`config.mk`:
```
export PLATFORM = sky130hd
export DESIGN_NAME = window_buffer
export DESIGN_NICKNAME = d
export VERILOG_FILES = /design/src/rtl/window_buffer.sv
export SDC_FILE = /design/constraint.sdc
export NUM_CORES = 1
export LEC_CHECK = 0
export ABC_AREA = 0
export CAP_MARGIN = 10
export CORE_UTILIZATION = 35
export CTS_CLUSTER_DIAMETER = 60
export DETAILED_ROUTE_END_ITERATION = 8
export HOLD_SLACK_MARGIN = 0.06
export PLACE_DENSITY_LB_ADDON = 0.15
export SLEW_MARGIN = 15
export SYNTH_ARGS = -nofsm -noshare
export SYNTH_HDL_FRONTEND = slang
export SYNTH_SLANG_ARGS = --single-unit
```
`constraint.sdc`:
```
create_clock -name clk -period 3.65 [get_ports clk]
set_input_delay 0.73 -clock clk [delete_from_list [all_inputs] [get_ports clk]]
set_output_delay 0.73 -clock clk [all_outputs]
set_load 0.02 [all_outputs]
```
`src/rtl/window_buffer.sv`:
```
// 3x3 sliding-window generator over a raster pixel stream, backed by two line buffers.
// Define WINBUF_FRAME_CNT_EN to add the frame_cnt output and its counter.
module window_buffer #(
   parameter int IMG_W = 8,
   parameter int IMG_H = 8
) (
   input  logic        clk,
   input  logic        rst_n,
   input  logic [7:0]  in_pix,
   input  logic        in_valid,
   input  logic        in_sof,
   output logic        in_ready,
   output logic [23:0] cache_out [0:2],
   output logic        out_valid,
   input  logic        out_ready,
   output logic        frame_done
`ifdef WINBUF_FRAME_CNT_EN
   ,
   output logic [15:0] frame_cnt
`endif
);

   localparam int CW = (IMG_W > 1) ? $clog2(IMG_W) : 1;
   localparam int RW = (IMG_H > 1) ? $clog2(IMG_H) : 1;
   localparam logic [CW-1:0] COL_LAST = CW'(IMG_W - 1);
   localparam logic [RW-1:0] ROW_LAST = RW'(IMG_H - 1);

   logic [CW-1:0] r_col;
   logic [RW-1:0] r_row;
   logic [7:0]    r_lb1 [0:IMG_W-1];
   logic [7:0]    r_lb2 [0:IMG_W-1];
   logic [23:0]   r_win_p1 [0:2];
   logic          r_vld_p1;
   logic          r_done_p1;

   logic          w_accept;
   logic [CW-1:0] w_col;
   logic [RW-1:0] w_row;
   logic          w_win;
   logic          w_last;
   logic [7:0]    w_up1;
   logic [7:0]    w_up2;

   assign in_ready = !r_vld_p1 || out_ready;
   assign w_accept = in_valid && in_ready;

   // An accepted sof pixel is always position (0,0), whatever the counters say.
   assign w_col  = in_sof ? '0 : r_col;
   assign w_row  = in_sof ? '0 : r_row;
   assign w_win  = (w_row >= RW'(2)) && (w_col >= CW'(2));
   // frame_done looks at the raw counters so an sof on the last pixel still closes the frame.
   assign w_last = (r_row == ROW_LAST) && (r_col == COL_LAST);
   assign w_up1  = r_lb1[w_col];
   assign w_up2  = r_lb2[w_col];

   // Line buffers: r_lb1 holds row r-1, r_lb2 row r-2; stale contents are gated by row >= 2.
   always_ff @(posedge clk) begin
      if (w_accept) begin
         r_lb2[w_col] <= w_up1;
         r_lb1[w_col] <= in_pix;
      end
   end

   // ---- stage p1: window shift register, position counters, output handshake ----
   always_ff @(posedge clk or negedge rst_n) begin
      if (!rst_n) begin
         r_col       <= '0;
         r_row       <= '0;
         r_vld_p1    <= 1'b0;
         r_done_p1   <= 1'b0;
         r_win_p1[0] <= '0;
         r_win_p1[1] <= '0;
         r_win_p1[2] <= '0;
      end else begin
         r_done_p1 <= w_accept && w_last;
         if (w_accept) begin
            r_win_p1[0] <= {r_win_p1[0][15:0], w_up2};
            r_win_p1[1] <= {r_win_p1[1][15:0], w_up1};
            r_win_p1[2] <= {r_win_p1[2][15:0], in_pix};
            r_vld_p1    <= w_win;
            if (w_col == COL_LAST) begin
               r_col <= '0;
               r_row <= (w_row == ROW_LAST) ? '0 : w_row + 1'b1;
            end else begin
               r_col <= w_col + 1'b1;
               r_row <= w_row;
            end
         end else if (out_ready) begin
            r_vld_p1 <= 1'b0;
         end
      end
   end

   assign cache_out[0] = r_win_p1[0];
   assign cache_out[1] = r_win_p1[1];
   assign cache_out[2] = r_win_p1[2];
   assign out_valid    = r_vld_p1;
   assign frame_done   = r_done_p1;

`ifdef WINBUF_FRAME_CNT_EN
   logic [15:0] r_frame_cnt;

   always_ff @(posedge clk or negedge rst_n) begin
      if (!rst_n) begin
         r_frame_cnt <= '0;
      end else if (w_accept && w_last) begin
         r_frame_cnt <= r_frame_cnt + 16'd1;
      end
   end

   assign frame_cnt = r_frame_cnt;
`endif

endmodule

```
=== Word level (Yosys, flattened, before mapping) ===
Memories as Yosys holds them, arrays and structs flattened. A register that Yosys moved wholly into a read port is not among the register bits.
Index checks and enable logic that the tools add are counted.

* Reductions and logical operators: 8
* Add/sub/neg operators: 2
* Equal/unequal tests: 4
* Order comparisons: 2
* Muxes and demuxes: 9

{| class="wikitable"
|+ Operators by type and width
! operator !! number
|-
| two-way mux 3 bit || 5
|-
| == test 3 bit, second input constant || 4
|-
| adder 3 x 1 -> 3 bit, second input constant || 2
|-
| >= comparator 3 x 2 -> 1 bit, second input constant || 2
|-
| logical AND 1 bit || 4
|-
| two-way mux 1 bit || 4
|-
| logical NOT 1 bit || 2
|-
| nonzero test 2 bit || 1
|-
| logical OR 1 bit || 1
|}

* Memories kept: 2
* Logic and storage cells: 34
* RAM bits: 128
* Output and inout port bits: 75
* Register bits after elaboration: 80
* Input bits: 13

{| class="wikitable"
|+ Memory list
! memory !! words !! width !! read ports !! clocked after Yosys merged registers in !! wr ports !! RTL line !! text
|-
| r_lb1 || 8 || 8 || 1 || 0 || 1 || 30 || <nowiki>logic [7:0] r_lb1 [0:IMG_W-1];</nowiki>
|-
| r_lb2 || 8 || 8 || 1 || 1 || 1 || 31 || <nowiki>logic [7:0] r_lb2 [0:IMG_W-1];</nowiki>
|}

=== Logic depth before layout (Yosys ltp) ===
Gate-level depths: netlist (run 1).

* Word-level depth: 5
* Mapped depth: 8
* Depth with buffers taken out: 6

=== Worst setup path after synthesis (run 1) ===
Ideal clock, no wire load.

* Path kind: input -> register
* From: in in_sof
* To: mem r_lb1[4][0] (enable)
* Data required time: 3.241 ns
* Data arrival time: 2.563 ns
* Cell stages on the path: 4
* Setup time: 0.409 ns
* Path slack: 0.678 ns
* Path through: buf_6 > or3b_1 > buf_4 > nor3_1

* Cells in the longest elaborated chain, start to end: 1

{| class="wikitable"
|+ RTL lines
! item !! RTL line !! text
|-
| start, declared || 11 || <nowiki>input logic in_sof,</nowiki>
|-
| two-way mux 3 bit || 48 || <nowiki>assign w_col = in_sof ? '0 : r_col;</nowiki>
|-
| end, declared || 30 ||
|}

Every way passes these cells.

=== Worst setup path in the final report (run 1) ===
* From: in out_ready
* To: out in_ready

* Cells in the longest elaborated chain, start to end: 1

{| class="wikitable"
|+ RTL lines
! item !! RTL line !! text
|-
| start, declared || 15 || <nowiki>input logic out_ready,</nowiki>
|-
| logical OR 1 bit || 44 || <nowiki>assign in_ready = !r_vld_p1 || out_ready;</nowiki>
|-
| end, declared || 12 || <nowiki>output logic in_ready,</nowiki>
|}

Every way passes these cells.

==> results.yml, run 1 <==
run_status:
  status: "completed"
placed_design:
  hpwl_mm: 13.02
  place_congestion: 0.7803
  place_area_um2: 9552
  port_buffers: 87
  post-place-ws_ns: 0.3626
clock_network:
  cts_hold_buf: 0
  clock_sinks: 208
  numCtsBuffers: 23
  cts_resized: 0
  cts_setup_buffers: 0
  clock_insertion_delay_worst_skew_ns: 0.50
  cts_root_buf: "clkbuf_16"
  clk_path_buf_depth: 3
  cts_tree: "done"
  cts_max_level: 1
  clk_pin_slew_ns: 0.06
floorplanning:
  core_area_um2: 22920
  die-area_um2: 24280
  ioPinCount: 88
  chipHeight_um: 155.8
  die_w_um: 155.8
  initial_core_util: 0.3614
  rows: 55
sta:
  period_share: 0.7634
  worst_slew_pin_slew_ns: 1.052
  fin_crit_ns: 2.786
  fin_worst_skew_ns: 0.01409
  rsz0062_at_grt: "no"
  final.setup.worst_slack_ns: 0.8635
  fmax_mhz: 358.9
  finalHoldViolations: 0
  setup-violations-final: 0
  maxSlewViolCount: 0
  tns_ns: 0
  slew_headroom: 0.2985
grt:
  first_global_vias: 5243
  grtUsageTotal: 0.1705
  overflow: 0
  grt_max_degree: 74
  grt_antenna_before_repair: 0
  grt_pass1_wl_mm: 31.11
synthesis:
  synth_cells: 628
  yosys_register_bits: 208
  netlist_area_um2: 8282
  syn_nets: 644
  synth_warnings: 0
  yosysSeqAreaShare: 0.7058
  synth.avg_cell_area_um2: 13.19
  ys_types: 38
critical_path:
  worstPathRequired_ns: 2.92
  critPathSlowestCell: "clkdlybuf4s50_1"
  critPathMaxFanout: 5
  worstPathArrival_ns: 2.06
  critical_path.top_delay_family: "buffers and inverters"
  cp-startpoint: "out_ready"
  cp-end-kind: "output pin"
  path_cells: "clkdlybuf4s50_1 -> nand2b_1 -> clkdlybuf4s50_1"
  crit_path_start_kind: "primary input"
  slowest_delay_ns: 0.66
  r2r-start: "r_col[0]$_DFFE_PN0P_"
  worst_path_most_repeated_cell: "clkdlybuf4s50_1"
  path_buf_inv: 2
  critical_path_class: "primary input to output pin"
power_and_ir_drop:
  p_leak_nw: 4.082
  powerDensity_nw_per_um2: 592.4
  peakVddDrop_uv: 326.7
routing:
  num_vias: 5227
  vias_per_cell: 4.964
  dr.first_iter.drc_count: 441
  post-route-drc-count: 0
  wire_per_inst_um: 19.15
  wl_mm: 20.17
  ant_nets: 0
  drt-pass1-iter-count: 5
  dr_wl_met3_um: 948
  dr.max_layer_used: "met4"
  drt-met1-wl_mm: 9.431
  met2WireLength_mm: 9.296
layout:
  fin_util: 0.4479
  nNetsFinal: 741
  antenna_cells: 0
  fin_area_um2: 10260
  layout-drive-gt1-share: 0.1338
  syn_to_final_growth_pct: 23.95
job:
  maxCapViolations: 0
hold_path:
  hold_path.class: "primary input to asynchronous set/reset pin"
flip-flops by register name, summed over array words and instances (netlist names):
name,cells
cache_out,72
r_lb1,64
r_lb2,64
r_col,3
r_row,3
frame_done,1
out_valid,1
layout make-up:
type / count / area, µm²
Fill cell: 2074 / 12650
Timing Repair Buffer: 110 / 1079
Clock inverter: 14 / 126.4
Sequential cell: 208 / 5847
Inverter: 3 / 11.26
Clock buffer: 26 / 586.8
Tap cell: 313 / 391.6
Multi-Input combinational cell: 379 / 2223
Yosys cell counts, drive strengths merged:
cell	number	area share
a32o	1	0.0012
a221oi	7	0.013
a22oi	8	0.0079
nor3	7	0.0042
nand3	3	0.0018
o32a	9	0.011
edfxtp	128	0.46
nand2b	4	0.0033
o311ai	1	0.0011
clkbuf	10	0.0045
nand2	194	0.088
dfrtp	80	0.24
and2b	1	0.00091
or3	1	0.00076
buf	28	0.024
mux2i	34	0.041
inv	3	0.0014
nor2b	3	0.0032
or2	1	0.00076
o211ai	1	0.00091
o22ai	9	0.012
ha	3	0.0045
and2	2	0.0015
nor2	12	0.0054
o21a	7	0.0063
or3b	2	0.0021
o21ai	28	0.017
mux2	16	0.022
a21oi	25	0.015
through the flow:
step                      cells  hold WS, ns  power (mW)
after floorplan             628       0.4344       3.448
after global placement     1013       0.4589       3.930
after detailed placement   1013       0.4616       3.943
after CTS                  1053       0.2495       6.141
after global routing       1053       0.2781       6.331
final                      1053       0.2319       6.081
cell families after synthesis:
group,Yosys count,synth area share
buffers and inverters,41,0.02976
adder cells (fa/ha/maj),3,0.004533
AO/OA/AOI/OAI,96,0.08506
multiplexers,50,0.06285
AND/OR/NAND/NOR,230,0.1120
flip-flops,208,0.7058
worst paths after layout:
check	to	slack, ns	cells after the start
hold / removal	cache_out[19]$_DFFE_PN0P_	0.23	1
max in group asynchronous	cache_out[29]$_DFFE_PN0P_	2.66	2
setup / recovery	in_ready	0.86	3
min in group clk	cache_out[46]$_DFFE_PN0P_	0.47	2
hold reg to reg	cache_out[46]$_DFFE_PN0P_	0.47	2
setup reg to reg	r_lb2[2][1]$_DFFE_PP_	1.08	3
worst reg2reg max path, cell delays in order (launching register included):
cell and delay [ns]:
dfrtp_2 0.64, nor2b_4 0.83, a22oi_1 0.20, o21ai_1 0.61
cell usage in the layout (no fill, tap or decap), drive strengths merged:
cell,synthesis,routed
nor2b,3,3
a32o,1,1
edfxtp,128,128
bufinv,0,2
nor3,7,7
or3b,2,2
a22oi,8,8
nand2b,4,4
nand2,194,194
nor2,12,12
dfrtp,80,80
a221oi,7,7
or2,1,1
clkbuf,10,26
o21ai,28,28
o22ai,9,9
o32a,9,9
a21oi,25,25
clkinv,0,10
and2b,1,1
o21a,7,7
inv,3,3
clkinvlp,0,2
o311ai,1,1
o211ai,1,1
mux2,16,16
nand3,3,3
ha,3,3
or3,1,1
and2,2,2
mux2i,34,34
clkdlybuf4s50,0,86
buf,28,24
layer usage:
metal	GRT usage	up-vias
li1	-	2423
met2	0.2689	162
met5	0	-
met1	0.2412	2607
met3	0.02250	35
met4	0.06022	0
power breakdown:
group | total [mW] | internal [mW] | switching [mW]
logic | 0.997 | 0.410 | 0.588
registers | 2.89 | 2.74 | 0.148
clock network | 2.19 | 1.29 | 0.900
total | 6.08 | 4.44 | 1.64
Note: power is estimated with default switching activity, not from simulation.
==> run 2, diff against run 1 <==
clock period = 2.4 ns   (was 3.65 ns; I/O delays follow)
==> run 2 against run 1 <==
Count of clock-buffer cells in the layout is 12 higher. Clock power is 57% higher. Critical path depth stayed put. Global-route usage is 0.55 points higher. Sequential share of layout area is 2.1 points lower. Worst setup slack worse by 0.74 ns. Final cell count is 3.9% higher. Total power is 56% higher. Die area stayed put. Critical endpoint unchanged. Highest routed layer unchanged.
==> results.yml, run 2 (same netlist as run 1, synthesis figures left out) <==
power_and_ir_drop:
  p_leak_nw: 4.314
  powerDensity_nw_per_um2: 890.9
  power_mw: 9.498
  peakVddDrop_uv: 355.4
grt:
  first_global_vias: 5389
  grt_max_degree: 66
  grt_antenna_before_repair: 0
  grtUsageTotal: 0.1759
  overflow: 0
  grt_pass1_wl_mm: 32.34
clock_network:
  cts_tree: "done"
  cts_resized: 0
  clock_sinks: 208
  numCtsBuffers: 23
  clk_path_buf_depth: 3
  cts_max_level: 1
  clk_pin_slew_ns: 0.06
  cts_setup_buffers: 0
  cts_hold_buf: 0
  clock_insertion_delay_worst_skew_ns: 0.51
  cts_root_buf: "clkbuf_16"
critical_path:
  worstPathArrival_ns: 1.80
  cp-end-kind: "output pin"
  critPathSlowestCell: "clkdlybuf4s50_1"
  critPathMaxFanout: 5
  path_cells: "clkdlybuf4s50_1 -> nand2b_1 -> clkdlybuf4s50_1"
  worst_path_most_repeated_cell: "clkdlybuf4s50_1"
  r2r_slack_ns: 0.25
  r2r-start: "r_col[0]$_DFFE_PN0P_"
  r2r_end: "r_lb2[6][6]$_DFFE_PP_"
  slowest_delay_ns: 0.65
  crit_path_start_kind: "primary input"
  worstPathRequired_ns: 1.92
  critical_path_class: "primary input to output pin"
  reg2reg_depth: 5
placed_design:
  post-place-ws_ns: -0.1082
  place_area_um2: 9915
  place_congestion: 0.7780
  port_buffers: 87
  dpl.cell_count: 1053
  hpwl_mm: 14.20
layout:
  fin_area_um2: 10660
  largest_register_ffs: 72
  layout.cells.most_common: "nand2_1"
  mostFrequentLayoutCells: "nand2_1, edfxtp_1, clkdlybuf4s50_1"
  layout-drive-gt1-share: 0.1754
  nNetsFinal: 781
  syn_to_final_growth_pct: 28.72
  fin_util: 0.4652
  instances_no_fill: 1094
  antenna_cells: 0
routing:
  post-route-drc-count: 0
  vias_per_cell: 4.843
  dr.first_iter.drc_count: 351
  wl_mm: 20.86
  wire_per_inst_um: 19.07
  drt-pass1-iter-count: 4
  ant_nets: 0
  num_vias: 5298
sta:
  slew_headroom: 0.4474
  fin_crit_ns: 2.280
  final.setup.worst_slack_ns: 0.1200
  finalHoldViolations: 0
  holdWs_ns: 0.07681
  fin_worst_skew_ns: 0.01341
  period_share: 0.9500
  setup-violations-final: 0
  fmax_mhz: 438.6
  worst_slew_pin_slew_ns: 0.8289
  rsz0062_at_grt: "no"
  tns_ns: 0
  maxSlewViolCount: 0
floorplanning:
  rows: 55
  die-area_um2: 24280
  initial_core_util: 0.3614
  core_area_um2: 22920
  ioPinCount: 88
  chipHeight_um: 155.8
  die_w_um: 155.8
job:
  maxCapViolations: 0
run_status:
  status: "completed"
hold_path:
  hold_path.class: "primary input to asynchronous set/reset pin"
-- run 2: how the worst max path moves through the flow --
stage / endpoint / slack (ns) / startpoint / cells past startpoint
global route: in_ready / 0.07 / out_ready / 3
CTS: in_ready / 0.11 / out_ready / 3
detailed placement: r_lb2[0][3]$_DFFE_PP_ / -0.11 / in_sof / 7
finish: in_ready / 0.12 / out_ready / 3
floorplan: r_lb1[4][0]$_DFFE_PP_ / -0.32 / in_sof / 4
global placement: r_lb2[6][3]$_DFFE_PP_ / -0.11 / in_sof / 7
-- run 2: layout make-up --
cell class,count,area [µm²]
fillers,2053,12260
multi-input cells,379,2223
clock inverters,3,43.79
inverters,3,11.26
flip-flops and latches,208,5847
repair buffers,150,1441
well taps,313,391.6
clock buffers,38,701.9
-- run 2: power breakdown --
| part | internal [mW] | switching [mW] |
|---|---|---|
| Clock | 2.09 | 1.35 |
| Sequential | 4.17 | 0.214 |
| Combinational | 0.742 | 0.938 |
| Total | 7.00 | 2.50 |
-- run 2: metal layers --
metal  vias up  wire length (µm)  track usage  share of wire
met4         0               337      0.04342          0.016
met3        25               927      0.02528          0.044
met2       133              9773       0.2868           0.47
li1       2502                 -            -              -
met1      2638              9821       0.2469           0.47
met5         -                 0            0              0
-- run 2: critical path, delay by kind of cell --
family | cells | cell delay [ns]
buffers and inverters | 2 | 1.10
and+or+nand+nor | 1 | 0.22
==> run 3, diff against run 2 <==
CTS_CLUSTER_SIZE = 25   (was unset)
==> run 3 against run 2 <==
Clock power decreased by 18%. Via count decreased by 0.51%. Critical path depth is the same. Final cell count is 1.2% lower. Cell area down 1.7%. Sequential power about the same.
==> results.yml, run 3 (same netlist as run 1, synthesis figures left out) <==
floorplanning:
  die_w_um: 155.8
  ioPinCount: 88
  core_area_um2: 22920
  initial_core_util: 0.3614
  chipHeight_um: 155.8
  rows: 55
  die-area_um2: 24280
routing:
  wl_mm: 20.65
  drt-pass1-iter-count: 5
  ant_nets: 0
  num_vias: 5271
  wire_per_inst_um: 19.10
  post-route-drc-count: 0
  dr.first_iter.drc_count: 338
  vias_per_cell: 4.876
layout:
  multi_input_area_um2: 2223
  syn_to_final_growth_pct: 26.48
  layout.cells.most_common: "nand2_1"
  fin_area_um2: 10480
  instances_no_fill: 1081
  antenna_cells: 0
  mostFrequentLayoutCells: "nand2_1, edfxtp_1, clkdlybuf4s50_1"
  nNetsFinal: 774
  seqCellArea_um2: 5847
  layout-drive-gt1-share: 0.1706
  largest_register_ffs: 72
  fillers: 2057
clock_network:
  clk_pin_slew_ns: 0.09
  cts_tree: "done"
  cts_setup_buffers: 0
  cts_max_level: 1
  clock_insertion_delay_worst_skew_ns: 0.50
  cts_hold_buf: 0
  cts_resized: 0
  numCtsBuffers: 16
  cts_root_buf: "clkbuf_16"
  clk_path_buf_depth: 3
  clock_sinks: 208
critical_path:
  worstPathArrival_ns: 1.80
  r2r-start: "r_col[0]$_DFFE_PN0P_"
  worstPathRequired_ns: 1.92
  crit_path_start_kind: "primary input"
  cp-end-kind: "output pin"
  cp-startpoint: "out_ready"
  critPathMaxFanout: 5
  critical_path_class: "primary input to output pin"
placed_design:
  place_area_um2: 9915
  hpwl_mm: 14.20
  dpl.cell_count: 1053
  place_congestion: 0.7780
  post-place-ws_ns: -0.1082
  port_buffers: 87
power_and_ir_drop:
  p_leak_nw: 4.223
  peakVddDrop_uv: 387.1
  powerDensity_nw_per_um2: 847.8
sta:
  rsz0062_at_grt: "no"
  finalHoldViolations: 0
  worst_slew_pin_slew_ns: 0.8195
  fin_crit_ns: 2.278
  setup-violations-final: 0
  fin_worst_skew_ns: 0.02303
  final.setup.worst_slack_ns: 0.1224
  period_share: 0.9490
  slew_headroom: 0.4537
  fmax_mhz: 439.1
  maxSlewViolCount: 0
grt:
  grtUsageMet1: 0.2499
  grtUsageTotal: 0.1736
  met3_usage: 0.02083
  grt_antenna_before_repair: 0
  first_global_vias: 5287
  top_usage_layer: "met2"
  overflow: 0
  grt_max_degree: 66
  grt_pass1_wl_mm: 31.92
  grt_use_met2: 0.2813
run_status:
  status: "completed"
job:
  maxCapViolations: 0
hold_path:
  hold_path.class: "primary input to asynchronous set/reset pin"
## run 3: layout make-up
| type | count | share of cell area |
|---|---|---|
| Clock buffer | 18 | 0.04097 |
| Clock inverter | 10 | 0.01254 |
| Inverter | 3 | 0.001075 |
| Multi-Input combinational cell | 379 | 0.2123 |
| Sequential cell | 208 | 0.5582 |
| Tap cell | 313 | 0.03739 |
| Timing Repair Buffer | 150 | 0.1376 |
## run 3: path summary, 6_finish.rpt
path                                             end  slack, ns  cells after the start
max                                         in_ready       0.12                      3
min reg2reg                cache_out[43]$_DFFE_PN0P_       0.48                      2
max reg2reg                    r_lb2[5][6]$_DFFE_PP_       0.24                      5
min                         cache_out[1]$_DFFE_PN0P_       0.08                      1
min in group clk           cache_out[43]$_DFFE_PN0P_       0.48                      2
max in group asynchronous  cache_out[51]$_DFFE_PN0P_       1.63                      2
## run 3: power breakdown
part	leakage, nW	internal (mW)	switching, mW	total (mW)
clock	0.274	1.40	1.43	2.83
combinational	1.81	0.742	0.936	1.68
sequential	2.14	4.16	0.213	4.37
## run 3: stage by stage
stage	total power [mW]	hold WS [ns]	TNS [ns]	util
6_report	8.881	0.07865	0	0.4571
5_1_grt	9.262	0.1412	0	0.4571
4_1_cts	8.985	0.09465	0	0.4571
3_5_place_dp	6.143	0.4654	-3.766	0.4327
3_3_place_gp	6.116	0.4564	-2.994	0.4327
2_1_floorplan	5.247	0.1844	-10.32	-
## run 3: worst max-delay path: stages
cell and delay, ns:
clkdlybuf4s50_1 0.45, nand2b_1 0.22, clkdlybuf4s50_1 0.65
## run 3: layer usage
metal / wire [µm] / up-vias / share of wire
met2: 9711 / 159 / 0.47
met5: 0 / - / 0
li1: - / 2489 / -
met3: 974 / 21 / 0.047
met1: 9692 / 2602 / 0.47
met4: 267 / 0 / 0.013
